[config.mk]
export PLATFORM = sky130hd
export DESIGN_NAME = shift_arbiter
export DESIGN_NICKNAME = d
export VERILOG_FILES = /design/src/rtl/shift_arbiter.sv
export SDC_FILE = /design/constraint.sdc
export NUM_CORES = 1
export LEC_CHECK = 0
export ABC_AREA = 1
export CELL_PAD_IN_SITES_DETAIL_PLACEMENT = 1
export CELL_PAD_IN_SITES_GLOBAL_PLACEMENT = 1
export CORE_MARGIN = 2
export CORE_UTILIZATION = 30
export CTS_BUF_LIST = sky130_fd_sc_hd__clkbuf_2
export CTS_CLUSTER_SIZE = 20
export DETAILED_ROUTE_END_ITERATION = 12
export GPL_ROUTABILITY_DRIVEN = 0
export PLACE_DENSITY = 0.75
export SLEW_MARGIN = 10
export SYNTH_ARGS = -nofsm -noshare
export SYNTH_HDL_FRONTEND = slang
export SYNTH_SLANG_ARGS = --single-unit
[constraint.sdc]
create_clock -name clk -period 3 [get_ports clk]
set_clock_uncertainty 0.15 [all_clocks]
set_input_delay 0.6 -clock clk [delete_from_list [all_inputs] [get_ports clk]]
set_output_delay 0.6 -clock clk [all_outputs]
set_load 0.02 [all_outputs]
[src/rtl/shift_arbiter.sv]
// Two-requester round-robin front end to a shared 16-bit log shifter
// (SLL/SRA/ROL/SRL) with a single-entry valid/ready result register.
module shift_arbiter (
  input  logic        clk,
  input  logic        rst,
  input  logic        req0_valid,
  input  logic [15:0] req0_data,
  input  logic [3:0]  req0_shamt,
  input  logic [1:0]  req0_op,
  output logic        req0_ready,
  input  logic        req1_valid,
  input  logic [15:0] req1_data,
  input  logic [3:0]  req1_shamt,
  input  logic [1:0]  req1_op,
  output logic        req1_ready,
  output logic        out_valid,
  output logic [15:0] out_data,
  output logic        out_id,
  input  logic        out_ready
);

  typedef enum logic [1:0] {
    OP_SLL = 2'b00,
    OP_SRA = 2'b01,
    OP_ROL = 2'b10,
    OP_SRL = 2'b11
  } op_e;

  logic        r_out_valid;
  logic [15:0] r_out_data;
  logic        r_out_id;
  logic        r_prio;

  logic        w_can_accept;
  logic        w_gnt0;
  logic        w_gnt1;
  logic        w_xfer;
  logic        w_sel;
  logic [15:0] w_opnd;
  logic [3:0]  w_shamt;
  op_e         w_op;
  logic [15:0] w_shift;

  function automatic logic [15:0] shift_stage(input logic [15:0] x, input op_e op,
                                              input int unsigned s);
    logic [15:0] y;
    case (op)
      OP_SLL:  y = x << s;
      OP_SRA:  y = $signed(x) >>> s;
      OP_ROL:  y = (x << s) | (x >> (16 - s));
      default: y = x >> s;
    endcase
    return y;
  endfunction

  assign w_can_accept = !r_out_valid || out_ready;

  // Tie goes to r_prio; reset forces both readys low so nothing transfers.
  assign w_gnt0 = !rst && w_can_accept && req0_valid && (!req1_valid || !r_prio);
  assign w_gnt1 = !rst && w_can_accept && req1_valid && (!req0_valid ||  r_prio);
  assign w_xfer = w_gnt0 || w_gnt1;
  assign w_sel  = w_gnt1;

  assign w_opnd  = w_sel ? req1_data  : req0_data;
  assign w_shamt = w_sel ? req1_shamt : req0_shamt;
  assign w_op    = op_e'(w_sel ? req1_op : req0_op);

  always_comb begin
    w_shift = w_opnd;
    for (int unsigned k = 0; k < 4; k++) begin
      if (w_shamt[k]) w_shift = shift_stage(w_shift, w_op, 32'd1 << k);
    end
  end

  always_ff @(posedge clk) begin
    if (rst) begin
      r_out_valid <= 1'b0;
      r_out_data  <= '0;
      r_out_id    <= 1'b0;
      r_prio      <= 1'b0;
    end else if (w_xfer) begin
      r_out_valid <= 1'b1;
      r_out_data  <= w_shift;
      r_out_id    <= w_sel;
      r_prio      <= ~w_sel;
    end else if (r_out_valid && out_ready) begin
      r_out_valid <= 1'b0;
    end
  end

  assign req0_ready = w_gnt0;
  assign req1_ready = w_gnt1;
  assign out_valid  = r_out_valid;
  assign out_data   = r_out_data;
  assign out_id     = r_out_id;

endmodule

* Word-level counts from Yosys, hierarchy flattened
Cells that the tools add are included.
Widths: inputs -> output; s select.
** Word-level totals
- Flip-flop bits (word level) :: 19
- Word-level logic and storage cells :: 41
- Input bits :: 49
- Output and inout bits :: 20
** Cells by class
- Reductions and logical operators :: 17
- Mux-type cells :: 13
- Bitwise logic cells :: 5
- Eq/ne operators :: 2
** Operators by type and width (number)
- $pmux 16 s3 :: 4
- $mux 16 :: 5
- $or 16x1->16 :: 1
- $or 16x2->16 :: 1
- $or 16x4->16 :: 1
- $or 16x8->16 :: 1
- $logic_and 1x1->1 :: 6
- $logic_not 1->1 :: 5
- $logic_or 1x1->1 :: 4
- $mux 4 :: 1
- $eq 2x1->1 const B :: 1
- $eq 2x2->1 const B :: 1
- $logic_not 2->1 :: 1
- $mux 1 :: 2
- $mux 2 :: 1
- $reduce_bool 2->1 :: 1
- $not 1->1 :: 1

* Logic depth before layout (Yosys ltp)
- Depth after elaboration :: 18
- Depth in mapped cells :: 20
- Depth with buffers taken out :: 18

* Worst setup path before layout
Ideal clock, no wire load.
- Kind :: input to register
- Start point :: input out_ready
- End point :: register r_out_data[0], in the netlist out_data[0]
- Data arrival time :: 2117 ps
- Stages :: 12
- Library setup time :: 110 ps
- Path buffers :: 3
- Setup slack :: 623 ps
- Data required time :: 2740 ps
- Path through :: inv_1 a21oi_4 buf_2 nand3_1 inv_1 nor2_1 inv_1 buf_2 buf_1 nand3_1 nand3_1 inv_1
** Between the ends
- Elaborated cells between the ends (all ways) :: 25
- Those cells by class :: 2 x eq/ne; 11 x mux; 4 x bitwise; 8 x reduce/logical
** RTL lines
- start: declaration :: line 19 : input logic out_ready
- $logic_or 1x1->1 :: line 56 : assign w_can_accept = !r_out_valid || out_ready;
- $logic_and 1x1->1 (3 in a row) :: line 59 : assign w_gnt0 = !rst && w_can_accept && req0_valid && (!req1_valid || !r_prio);
- via req0_ready :: line 10 : output logic req0_ready,
- $logic_or 1x1->1 :: line 61 : assign w_xfer = w_gnt0 || w_gnt1;
- end signal: assignment :: line 83 : r_out_data <= w_shift;
- end: declaration :: line 30 : logic [15:0] r_out_data;
The timed path passes the listed nets, and every way through them passes these cells.
A chain may end at the register's enable or synchronous reset.

* Final worst setup path
- Start point :: input req1_valid
- End point :: register r_out_data[11], in the netlist out_data[11]
** Between the ends
- Longest elaborated chain between the ends :: 15
- Elaborated cells between the ends (all ways) :: 24
- Those cells by class :: 2 x eq/ne; 11 x mux; 4 x bitwise; 7 x reduce/logical
** Ends and longest elaborated chain
- start: declaration :: line 11 : input logic req1_valid,
- $logic_and 1x1->1 (2 in a row) :: line 60 : assign w_gnt1 = !rst && w_can_accept && req1_valid && (!req0_valid || r_prio);
- $mux 2 / $mux 16 (equally long branches) :: line 66, 64
- $eq 2x2->1 (tied with other cells) :: line 47 : case (op)
- $pmux 16 s3 :: line 47
- $mux 16 :: line 71 : if (w_shamt[k]) w_shift = shift_stage(w_shift, w_op, 32'd1 << k);
- $or 16x2->16 :: line 50 : OP_ROL: y = (x << s) | (x >> (16 - s));
- $pmux 16 s3 :: line 47
- $mux 16 :: line 71
- $or 16x4->16 :: line 50
- $pmux 16 s3 :: line 47
- $mux 16 :: line 71
- $or 16x8->16 :: line 50
- $pmux 16 s3 :: line 47
- $mux 16 :: line 71
Several ways; a longest one is shown, not always the timed one.

==> impl_metrics.toml <==
[outcome]
status = "finished, final reports clean"

[logic_synthesis]
largest_family_of_logic_cells_by_synthesized_area = "simple AND/OR/NAND/NOR gates"
synth_top_cell_area_share_pct = 26.62
synth_seq_area_share_pct = 13.91
yosysTopAreaCell = "nand2_1"
synth-seq-cells = 19
synth_nets = 548
synth-simple-area-share_pct = 63.08
ys_top_cells_by_area = "nand2_1 27%, nand3_1 22%, dfxtp_1 14%, inv_1 5.5%, nand3b_1 3.8%"
synthAdderAreaFrac_pct = 0
synth_warnings = 0
synth_edf_count = 0
post_synthesis_xor_xnor_area_fraction_pct = 0
ys_types = 29
async_reset_ff_share_pct = 0
synth_cells = 499
synth-compound-area-share_pct = 9.607
post_synth_mux_area_share_pct = 0
synth-main-ff-cell = "dfxtp_1"
post-synth-top-count-cell = "nand2_1"
syn_area_per_cell_um2 = 5.481
syn_area_um2 = 2735
synth.cells.most_frequent = "194 x nand2_1, 119 x nand3_1, 40 x inv_1"

[clock_tree]
cts_buffer_depth = 2
clkLatencyLatePin_ns = 0.31
cts.reportedPaths.clkPinSlew_ns = 0.18
cts_htree_levels = 1
cts_root_buffer = "clkbuf_2"
tritoncts = "built"
cts_sinks = 19
cts.hold.buffers_added = 0
tritoncts.num_buffers = 3

[min_path]
hold_path_end = "out_id"
hold_path_startpoint = "out_id"
timing.hold.worst.class = "reg2reg"
holdPathStages = 2

[setup_path]
timing.critical_path.required_ns = 3.11
worst_setup_path_start_kind = "input pin"
r2r-end = "out_data[11]"
reg2reg_slack_ns = 0.57
number_of_cells_traversed_by_the_worst_register_to_register_path = 17
path_class = "in2reg"
critical_path.endpoint_type = "flop"
r2r_start = "r_prio"
critPathArrivalTime_ns = 2.90
worst-path-max-fanout = 20

[timing]
post-route-period-util_pct = 93.00
finalHoldViolations = 0
timing.final.setup_violations = 0
final.min_clock_period_ns = 2.790
worst_slew_pin_slew_ns = 0.4744
maxClockFrequency_ghz = 0.3584
max-slew-margin-rel_pct = 68.34
grt_setup_unrepaired = "false"
finalMaxSlewViolations = 0

[run]
max_cap_viol = 0

[die]
placeableCoreArea_um2 = 8763
io_pins = 69
std_cell_rows = 34
floorplan.initialDensity_pct = 31.21
dieHeight_um = 99.49
fp.dieArea_um2 = 9897
die_width_um = 99.49

[placement]
placement.io_buffers = 68
dp_hpwl_um = 8436
numPlacedInstances = 682

[final_layout]
instances_no_fill = 686
drive_gt1_share_pct = 14.19
antenna-diode-count = 0
finish.utilization_pct = 42.59
area_growth_syn_to_layout_pct = 36.46
finish.net_count = 628

[global_routing]
grt_usage_pct = 20.82
largest_net_degree_at_the_start_of_global_routing = 30
overflow = 0
grt_first_pass_wirelength_um = 17170
antenna_violations_before_repair = 0
first_global_vias = 3772

[detailed_routing]
firstDrtPassIters = 4
drt_iter0_markers = 155
route.final.wire_length_um = 10030
detail_route.wl_per_cell_um = 14.62
detail_route.drc_violations = 0
detailroute.via_count = 3604
avgViaCountPerCell = 5.254
antenna_left = 0

[power_and_ir_drop]
power.density_nw_per_um2 = 333.4
total_power_uw = 1244
static-leakage-power_uw = 0.001920
vdd_drop_max_v = 0.0001517
==> layer usage <==
layer  vias up  share of wire, %  GRT usage [%]
met5         -                 0              0
met4         0               1.2          3.161
met3        12               3.3          2.600
met2        68                52          40.23
met1      1742                43          24.83
li1       1782                 -              -
==> critical path, stage by stage <==
cell and delay (ns):
clkdlybuf4s50_1 0.47, inv_1 0.07, a21oi_4 0.16, buf_4 0.19
nand3_1 0.12, nand2_4 0.23, nand2_1 0.14, nand2_1 0.08
nand2_1 0.06, nand2_1 0.09, nand2_1 0.11, nand2_1 0.08
nand2_1 0.05, nand3_1 0.10, nand3_1 0.09, nand2_1 0.07
nand2_1 0.05, a21oi_1 0.14
==> layout make-up <==
type,instances,area [µm²]
Timing Repair Buffer,102,1021
Tap cell,108,135.1
Multi-Input combinational cell,403,1988
Sequential cell,19,380.4
Clock buffer,4,20.02
Fill cell,1221,5031
Inverter,50,187.7
==> stage by stage <==
| stage | hold slack [ns] | instance area, µm² | worst slack, ns | TNS, ns |
|---|---|---|---|---|
| 2_1_floorplan | 0.3317 | 2735 | 0.6226 | 0 |
| 3_3_place_gp | 0.3340 | 3715 | -0.05171 | -0.2240 |
| 3_5_place_dp | 0.3311 | 3715 | -0.1403 | -1.319 |
| 4_1_cts | 0.3565 | 3732 | 0.2166 | 0 |
| 5_1_grt | 0.3778 | 3732 | 0.01452 | 0 |
| 6_report | 0.3472 | 3732 | 0.2101 | 0 |
==> registers in the layout, indices dropped and copies added, names as in the netlist <==
signal and cells:
out_valid 1, out_data 16, r_prio 1, out_id 1
==> logic make-up after synthesis <==
logic type / Yosys count
AO/OA/AOI/OAI: 38
buffers and inverters: 77
flip-flops: 19
AND/OR/NAND/NOR: 365
==> how the worst max path moves through the flow <==
stage | start | endpoint | cells after the start
CTS | req1_valid | req1_ready | 7
detailed placement | req1_valid | out_data[12] | 17
floorplan | out_ready | out_data[0] | 12
global placement | out_ready | out_data[12] | 17
global route | req1_valid | out_data[3] | 18
finish | req1_valid | out_data[11] | 18
==> cells in the final DEF (no fill, tap or decap), types with 10 or more instances in the layout <==
| cell | count |
|---|---|
| nand2_1 | 194 |
| nand3_1 | 119 |
| clkdlybuf4s50_1 | 66 |
| inv_1 | 40 |
| buf_4 | 27 |
| dfxtp_1 | 19 |
| nand3b_1 | 14 |
| o21ai_0 | 12 |
| inv_2 | 10 |
| nand4_1 | 10 |
==> report_power, final <==
| group | internal, µW | total, µW | switching (µW) |
|---|---|---|---|
| Combinational | 342 | 827 | 484 |
| Sequential | 282 | 298 | 15.9 |
| Clock | 35.3 | 120 | 84.6 |
| Total | 660 | 1240 | 585 |
==> repair_timing <==
item                                    CTS  global route
resized for setup                         2             0
setup buffers                             0             0
endpoints found under the setup margin    2             0
Note: power is estimated with default switching activity, not from simulation.
